===== config.mk =====
export PLATFORM = sky130hd
export DESIGN_NAME = poly_s_pack_flat
export DESIGN_NICKNAME = d
export VERILOG_FILES = /design/src/rtl/poly_s_pack_if.sv /design/src/rtl/poly_s_pack.sv /design/src/flat_wrapper.sv
export SDC_FILE = /design/constraint.sdc
export NUM_CORES = 1
export LEC_CHECK = 0
export BUFFER_PORTS_ARGS = -buffer_cell sky130_fd_sc_hd__buf_4
export CAP_MARGIN = 20
export CORE_ASPECT_RATIO = 0.5
export CORE_MARGIN = 5
export CORE_UTILIZATION = 64
export CTS_CLUSTER_SIZE = 30
export DETAILED_ROUTE_END_ITERATION = 10
export PLACE_DENSITY = 0.88
export SYNTH_ARGS = -nofsm -noshare
export SYNTH_HDL_FRONTEND = slang
export SYNTH_SLANG_ARGS = --single-unit

===== constraint.sdc =====
create_clock -name clk -period 10.1 [get_ports clk]
set_input_delay 1.01 -clock clk [delete_from_list [all_inputs] [get_ports clk]]
set_output_delay 1.01 -clock clk [all_outputs]
set_load 0.02 [all_outputs]

===== src/rtl/poly_s_pack_if.sv =====
`default_nettype none
// ============================================================================
// Module   : poly_s_pack_if
// Purpose  : Groups the coefficient stream coming in from the secret-coefficient
//            sampler and the packed-word valid/ready stream going out to the
//            sk assembly buffer.
// Signals  : i_coeff_valid / i_coeff_data  - coefficient strobe and encoded value
//            o_word_valid / o_word_data    - packed output word and its valid
//            i_word_ready                  - consumer accept
// Modports : slave  - the packer (consumes coefficients, produces words)
//            master - the environment driving coefficients and accepting words
// Revision : 1.0 - initial release
// ============================================================================
interface poly_s_pack_if #(
   parameter int WORD_W = 32
);
   logic              i_coeff_valid;
   logic [3:0]        i_coeff_data;
   logic              o_word_valid;
   logic [WORD_W-1:0] o_word_data;
   logic              i_word_ready;

   modport slave (
      input  i_coeff_valid,
      input  i_coeff_data,
      input  i_word_ready,
      output o_word_valid,
      output o_word_data
   );

   modport master (
      output i_coeff_valid,
      output i_coeff_data,
      output i_word_ready,
      input  o_word_valid,
      input  o_word_data
   );
endinterface
`default_nettype wire


===== src/rtl/poly_s_pack.sv =====
`default_nettype none
// ============================================================================
// Module   : poly_s_pack
// Purpose  : Streaming bit-packer for secret polynomials s1/s2. Packs each
//            coefficient (encoded eta - s) LSB-first into a 3-bit (eta=2) or
//            4-bit (eta=4) field and emits 32-bit words on valid/ready.
// Ports    : clk, rst           - clock, synchronous active-high reset
//            i_start            - begin one polynomial (IDLE/DONE only)
//            i_security_level   - 2, 3 or 5; latched at i_start
//            bus (slave)        - coefficient stream in, word stream out
//            o_busy             - high in RUN and FLUSH
//            o_done             - high in DONE until next start or reset
//            o_err              - sticky error flag
// Revision : 1.0 - initial release
// ============================================================================
module poly_s_pack #(
   parameter int COEFF_NUM = 256,
   parameter int WORD_W    = 32
) (
   input  logic        clk,
   input  logic        rst,
   input  logic        i_start,
   input  logic [2:0]  i_security_level,
   poly_s_pack_if.slave bus,
   output logic        o_busy,
   output logic        o_done,
   output logic        o_err
);
   localparam int              c_ACC_W  = 2 * WORD_W;
   localparam int              c_CNT_W  = $clog2(COEFF_NUM + 1);
   localparam logic [c_CNT_W-1:0] c_LAST = c_CNT_W'(COEFF_NUM - 1);
   localparam logic [6:0]      c_WORD   = 7'(WORD_W);
   localparam logic [7:0]      c_CAP    = 8'(c_ACC_W);

   localparam logic [1:0] c_IDLE  = 2'd0;
   localparam logic [1:0] c_RUN   = 2'd1;
   localparam logic [1:0] c_FLUSH = 2'd2;
   localparam logic [1:0] c_DONE  = 2'd3;

   logic [1:0]         r_state;
   logic [1:0]         w_state_nxt;
   logic               r_w4;          // 1: 4-bit fields (eta=4)
   logic [c_CNT_W-1:0] r_cnt;
   logic [c_ACC_W-1:0] r_acc;
   logic [6:0]         r_acc_cnt;
   logic               r_out_valid;
   logic [WORD_W-1:0]  r_out_data;
   logic               r_err;

   logic               w_start;
   logic               w_accept;
   logic               w_out_free;
   logic               w_load;
   logic [c_ACC_W-1:0] w_acc_sh;
   logic [6:0]         w_cnt_sh;
   logic [6:0]         w_fw;
   logic [3:0]         w_field;
   logic               w_range_err;
   logic               w_ovf;
   logic               w_append;
   logic [c_ACC_W-1:0] w_ins;
   logic               w_err_set;

   assign w_start    = i_start && (r_state == c_IDLE || r_state == c_DONE);
   assign w_accept   = bus.i_coeff_valid && (r_state == c_RUN);
   assign w_out_free = !r_out_valid || bus.i_word_ready;
   assign w_load     = (r_acc_cnt >= c_WORD) && w_out_free;

   // Shift out the loaded word first so the new field lands after it.
   assign w_acc_sh   = w_load ? (r_acc >> WORD_W) : r_acc;
   assign w_cnt_sh   = w_load ? (r_acc_cnt - c_WORD) : r_acc_cnt;

   assign w_fw        = r_w4 ? 7'd4 : 7'd3;
   assign w_field     = r_w4 ? bus.i_coeff_data : {1'b0, bus.i_coeff_data[2:0]};
   assign w_range_err = bus.i_coeff_data > (r_w4 ? 4'd8 : 4'd4);
   assign w_ovf       = ({1'b0, w_cnt_sh} + {1'b0, w_fw}) > c_CAP;
   assign w_append    = w_accept && !w_ovf;
   assign w_ins       = {{(c_ACC_W-4){1'b0}}, w_field} << w_cnt_sh;
   assign w_err_set   = (w_accept && (w_range_err || w_ovf)) ||
                        (bus.i_coeff_valid && (r_state == c_FLUSH));

   // ---------------- state register ----------------
   always_ff @(posedge clk) begin
      if (rst) begin
         r_state <= c_IDLE;
      end else begin
         r_state <= w_state_nxt;
      end
   end

   // ---------------- next-state logic ----------------
   always_comb begin
      w_state_nxt = r_state;
      case (r_state)
         c_IDLE, c_DONE: begin
            if (i_start) w_state_nxt = c_RUN;
         end
         c_RUN: begin
            if (w_accept && (r_cnt == c_LAST)) w_state_nxt = c_FLUSH;
         end
         c_FLUSH: begin
            // A word accepted this cycle counts as drained.
            if ((r_acc_cnt == 7'd0) && w_out_free) w_state_nxt = c_DONE;
         end
         default: w_state_nxt = c_IDLE;
      endcase
   end

   // ---------------- state outputs ----------------
   always_comb begin
      o_busy = 1'b0;
      o_done = 1'b0;
      case (r_state)
         c_RUN, c_FLUSH: o_busy = 1'b1;
         c_DONE:         o_done = 1'b1;
         default:        ;
      endcase
   end

   // ---------------- datapath ----------------
   always_ff @(posedge clk) begin
      if (rst) begin
         r_w4        <= 1'b0;
         r_cnt       <= '0;
         r_acc       <= '0;
         r_acc_cnt   <= 7'd0;
         r_out_valid <= 1'b0;
         r_out_data  <= '0;
         r_err       <= 1'b0;
      end else begin
         if (w_start) begin
            r_w4      <= (i_security_level == 3'd3);
            r_cnt     <= '0;
            r_acc     <= '0;
            r_acc_cnt <= 7'd0;
            r_err     <= 1'b0;
         end else begin
            r_acc     <= w_acc_sh | (w_append ? w_ins : '0);
            r_acc_cnt <= w_cnt_sh + (w_append ? w_fw : 7'd0);
            if (w_accept)  r_cnt <= r_cnt + 1'b1;
            if (w_err_set) r_err <= 1'b1;
         end

         if (w_load) begin
            r_out_valid <= 1'b1;
            r_out_data  <= r_acc[WORD_W-1:0];
         end else if (r_out_valid && bus.i_word_ready) begin
            r_out_valid <= 1'b0;
         end
      end
   end

   assign bus.o_word_valid = r_out_valid;
   assign bus.o_word_data  = r_out_data;
   assign o_err            = r_err;
endmodule
`default_nettype wire


===== src/flat_wrapper.sv =====
// flat-port wrapper written by rule: the top's interface ports become plain ports
module poly_s_pack_flat 
#(
   parameter int COEFF_NUM = 256,
   parameter int WORD_W    = 32
)
  (clk, rst, i_start, i_security_level, o_busy, o_done, o_err, bus_i_coeff_valid, bus_i_coeff_data, bus_i_word_ready, bus_o_word_valid, bus_o_word_data);
  poly_s_pack_if #(.WORD_W(WORD_W)) bus_i ();
  input  logic clk;
  input  logic rst;
  input  logic i_start;
  input  logic [2:0] i_security_level;
  output logic o_busy;
  output logic o_done;
  output logic o_err;
  input wire logic [$bits(bus_i.i_coeff_valid)-1:0] bus_i_coeff_valid;
  input wire logic [$bits(bus_i.i_coeff_data)-1:0] bus_i_coeff_data;
  input wire logic [$bits(bus_i.i_word_ready)-1:0] bus_i_word_ready;
  output wire logic [$bits(bus_i.o_word_valid)-1:0] bus_o_word_valid;
  output wire logic [$bits(bus_i.o_word_data)-1:0] bus_o_word_data;
  assign bus_i.i_coeff_valid = bus_i_coeff_valid;
  assign bus_i.i_coeff_data = bus_i_coeff_data;
  assign bus_i.i_word_ready = bus_i_word_ready;
  assign bus_o_word_valid = bus_i.o_word_valid;
  assign bus_o_word_data = bus_i.o_word_data;
  poly_s_pack #(.COEFF_NUM(COEFF_NUM), .WORD_W(WORD_W)) u_core (.clk(clk), .rst(rst), .i_start(i_start), .i_security_level(i_security_level), .bus(bus_i), .o_busy(o_busy), .o_done(o_done), .o_err(o_err));
endmodule

==> results.yml <==
timing:
  worstMarginPinSlew_ns: 1.04
  clock.fmax_ghz: 0.237
  finalCritPeriodShare_pct: 41.8
  hold_viol: 0
  finalSetupViolCount: 0
  final.min_clock_period_ns: 4.22
  rsz0062_at_grt: "no"
  finalMaxSlewViolations: 0
  slew_headroom_pct: 30.5
  skew_ns: 0.00708
  tns_ns: 0
floorplanning:
  rows: 23
  start_util_pct: 65.9
  die_h_um: 74.3
  io_pins: 48
  die_area_um2: 10300
  core_um2: 8030
  die_x_um: 139
global_routing:
  grt_pass1_vias: 4365
  grt_max_degree: 79
  grt-ovfl-total: 0
  antenna_found_initial: 0
  grtUsageTotal_pct: 26.8
  grt_pass1_wl_um: 21700
synthesis:
  synth_cells: 607
  ys_seq_area_share_pct: 44.3
  synth_area_um2: 5290
  ys_types: 58
  async_flop_share_pct: 0
  syn-num-nets: 634
  ys.flop_type: "dfxtp_1"
  synth_edf_count: 0
  ys_seq_elements: 117
  avgSynthCellArea_um2: 8.71
  ys_warn_count: 0
place:
  portBuffers: 47
  place_area_um2: 5630
  dpl.hpwl_um: 8400
  globalplace.congestion: 0.930
clock_network:
  clk_latency_ns: 0.42
  cts_buffer_depth: 2
  post_cts_buffers: 0
  post_cts_resize_count: 0
  cts_hold_buf: 0
  cts.clk_slew.worst_paths_ns: 0.06
  cts.sinks: 117
  cts_tree: "done"
  numCtsBuffers: 17
  root_buffer: "clkbuf_16"
  htree_num_levels: 4
detailed_routing:
  drtPass1Iterations: 5
  detail_route.vias_per_cell: 6.20
  drc: 0
  drtIter0Drc: 476
  wire_per_inst_um: 17.7
  wirelength_um: 13500
  vias: 4715
  postRouteAntennaNets: 0
critical_path:
  critPathBufInv: 0
  critPathKind: "flop to flop"
  cp_slowest_cell: "dfxtp_1"
  end_kind: "flop"
  crit_path_start_kind: "flop"
  critical_path_arrival_ns: 4.57
  crit_required_ns: 10.45
  critPathMaxFanout: 23
  path_delay_family: "simple AND/OR/NAND/NOR gates"
  setup.worst_path.start: "u_core.r_acc_cnt[1]$_SDFF_PP0_"
  slowest_delay_ns: 0.83
  crit_chain: "ha_1 > a211oi_1 > nor4_1 > or4_1 > mux2i_4 > a21oi_2 > and3_1 > ha_1 > o211a_1 > nand2_1 > o211a_1 > or3_1 > a21oi_1"
  r2r_start: "u_core.r_acc_cnt[1]$_SDFF_PP0_"
finish:
  design_area_um2: 6250
  fill_cells: 519
  nets: 663
  syn_to_final_growth_pct: 18.2
  drive_above_1_share_pct: 16.5
  num_antenna_cells: 0
pwr:
  clkPwrFrac_pct: 38.3
  p_sw_share_pct: 36.0
  cell_internal_pwr_uw: 1060
  p_sw_uw: 597
  p_leak_uw: 0.00222
  power_density_nw_per_um2: 266
  vdd_drop_max_mv: 0.196
  seq_power_share_pct: 30.1
  power_frac_comb_pct: 31.6
outcome:
  outcome: "finished clean"
worst_hold_path:
  worstHoldStart: "u_core.r_acc[16]$_SDFF_PP0_"
  min_path_type: "flop to flop"
run:
  cap_viol_max_count: 0
[placed cells by master, fill, tap and decap left out, types with 2 or more instances in the layout]
master / netlist / routed
a31oi_1: 2 / 2
nor3_1: 9 / 9
nand2_1: 124 / 124
inv_1: 13 / 13
clkinv_2: 0 / 4
or2_2: 3 / 3
a21oi_1: 51 / 50
nor4_4: 2 / 2
ha_1: 14 / 14
a211oi_1: 2 / 2
xor2_1: 5 / 5
a21oi_2: 1 / 2
a22oi_1: 7 / 7
nor2b_1: 3 / 3
dfxtp_1: 117 / 117
nor4_1: 2 / 2
mux2i_1: 36 / 36
nand3_1: 15 / 15
o21ai_1: 3 / 3
o211ai_1: 2 / 2
or3_1: 9 / 9
mux2_2: 8 / 8
buf_4: 1 / 50
o211a_1: 2 / 2
nor2_1: 28 / 28
clkinvlp_4: 0 / 3
o21a_1: 2 / 2
o31ai_1: 2 / 2
nand2b_1: 9 / 8
o21ai_0: 16 / 16
xnor2_1: 2 / 2
clkbuf_16: 0 / 17
and2_1: 3 / 3
o32ai_1: 16 / 16
o22ai_1: 32 / 32
bufinv_16: 0 / 4
and3_1: 3 / 3
nand4_1: 4 / 4
[sequential cells by signal (all words and copies together) (netlist names)]
signal and flops:
u_core.r_acc 64, u_core.bus.o_word_data 32, u_core.r_cnt 9, u_core.r_acc_cnt 7
u_core.r_state 2, u_core.bus.o_word_valid 1, u_core.o_err 1, u_core.r_w4 1
[worst min-delay path, delay by kind of cell, from the launching register on]
kind             cells  cell delay, ns
flip-flops           1            0.31
AO/OA/AOI/OAI        1            0.05
AND/OR/NAND/NOR      1            0.05
[synthesized netlist by cell type (13+ instances only)]
cell type	n	area share, %
nand2_1	124	8.8
dfxtp_1	117	44
a21oi_1	51	4.8
mux2i_1	36	6.8
o22ai_1	32	3.8
nor2_1	28	2.0
clkbuf_1	21	1.5
o21ai_0	16	1.5
o32ai_1	16	2.7
nand3_1	15	1.4
ha_1	14	3.3
inv_1	13	0.92
[power groups by stage]
| stage | registers (uW) | logic (uW) | clock network (uW) |
|---|---|---|---|
| CTS | 498 | 516 | 635 |
| floorplan | 497 | 438 | 0 |
| global placement | 506 | 501 | 0 |
| detailed placement | 507 | 511 | 0 |
| global route | 501 | 568 | 660 |
| finish | 499 | 525 | 635 |
[layer usage]
| metal | up-vias | part of all wire (%) | global-route usage (%) | wire (um) |
|---|---|---|---|---|
| met3 | 36 | 9.3 | 9.57 | 1250 |
| met1 | 2228 | 46 | 34.5 | 6170 |
| li1 | 2231 | - | - | - |
| met4 | 0 | 2.2 | 11.8 | 301 |
| met2 | 220 | 43 | 41.5 | 5750 |
| met5 | - | 0 | 0 | 0 |
[cells by family (layout without fill, tap and decap cells)]
group | Yosys count | count (layout) | synth area share [%]
xor gates and xnor gates | 7 | 7 | 1.16
muxes | 45 | 45 | 8.94
adders and majority gates | 15 | 15 | 3.69
DFF | 117 | 117 | 44.3
and+or+nand+nor | 224 | 224 | 20.1
AOI/OAI and AO/OA | 146 | 146 | 17.4
buffers and inverters | 53 | 95 | 4.40
[path summary, 6_finish.rpt]
check | to | slack, ns | cells past startpoint
max | u_core.r_acc_cnt[5]$_SDFF_PP0_ | 5.88 | 13
max reg2reg | u_core.r_acc_cnt[5]$_SDFF_PP0_ | 5.88 | 13
min | u_core.bus.o_word_data[16]$_SDFFE_PP0P_ | 0.45 | 2
min reg2reg | u_core.bus.o_word_data[16]$_SDFFE_PP0P_ | 0.45 | 2
[final cells by class]
class,instances,area (um^2),share of cell area (%)
Tap cell,112,140,2.24
Clock inverter,13,180,2.88
Clock buffer,19,443,7.09
Multi-Input combinational cell,437,2720,43.5
Inverter,13,48.8,0.781
Timing Repair Buffer,50,375,6.01
Sequential cell,117,2340,37.5
[per-stage QoR]
step / std cells / power [uW] / worst slack [ns] / hold slack, ns / utilization [%]
after floorplan: 607 / 936 / 6.56 / 0.429 / -
after global placement: 729 / 1010 / 6.15 / 0.438 / 70.1
after detailed placement: 729 / 1020 / 6.01 / 0.445 / 70.1
after CTS: 761 / 1650 / 5.98 / 0.454 / 77.8
after global routing: 761 / 1730 / 5.65 / 0.465 / 77.8
final: 761 / 1660 / 5.88 / 0.450 / 77.8
Note: power is estimated with default switching activity, not from simulation.
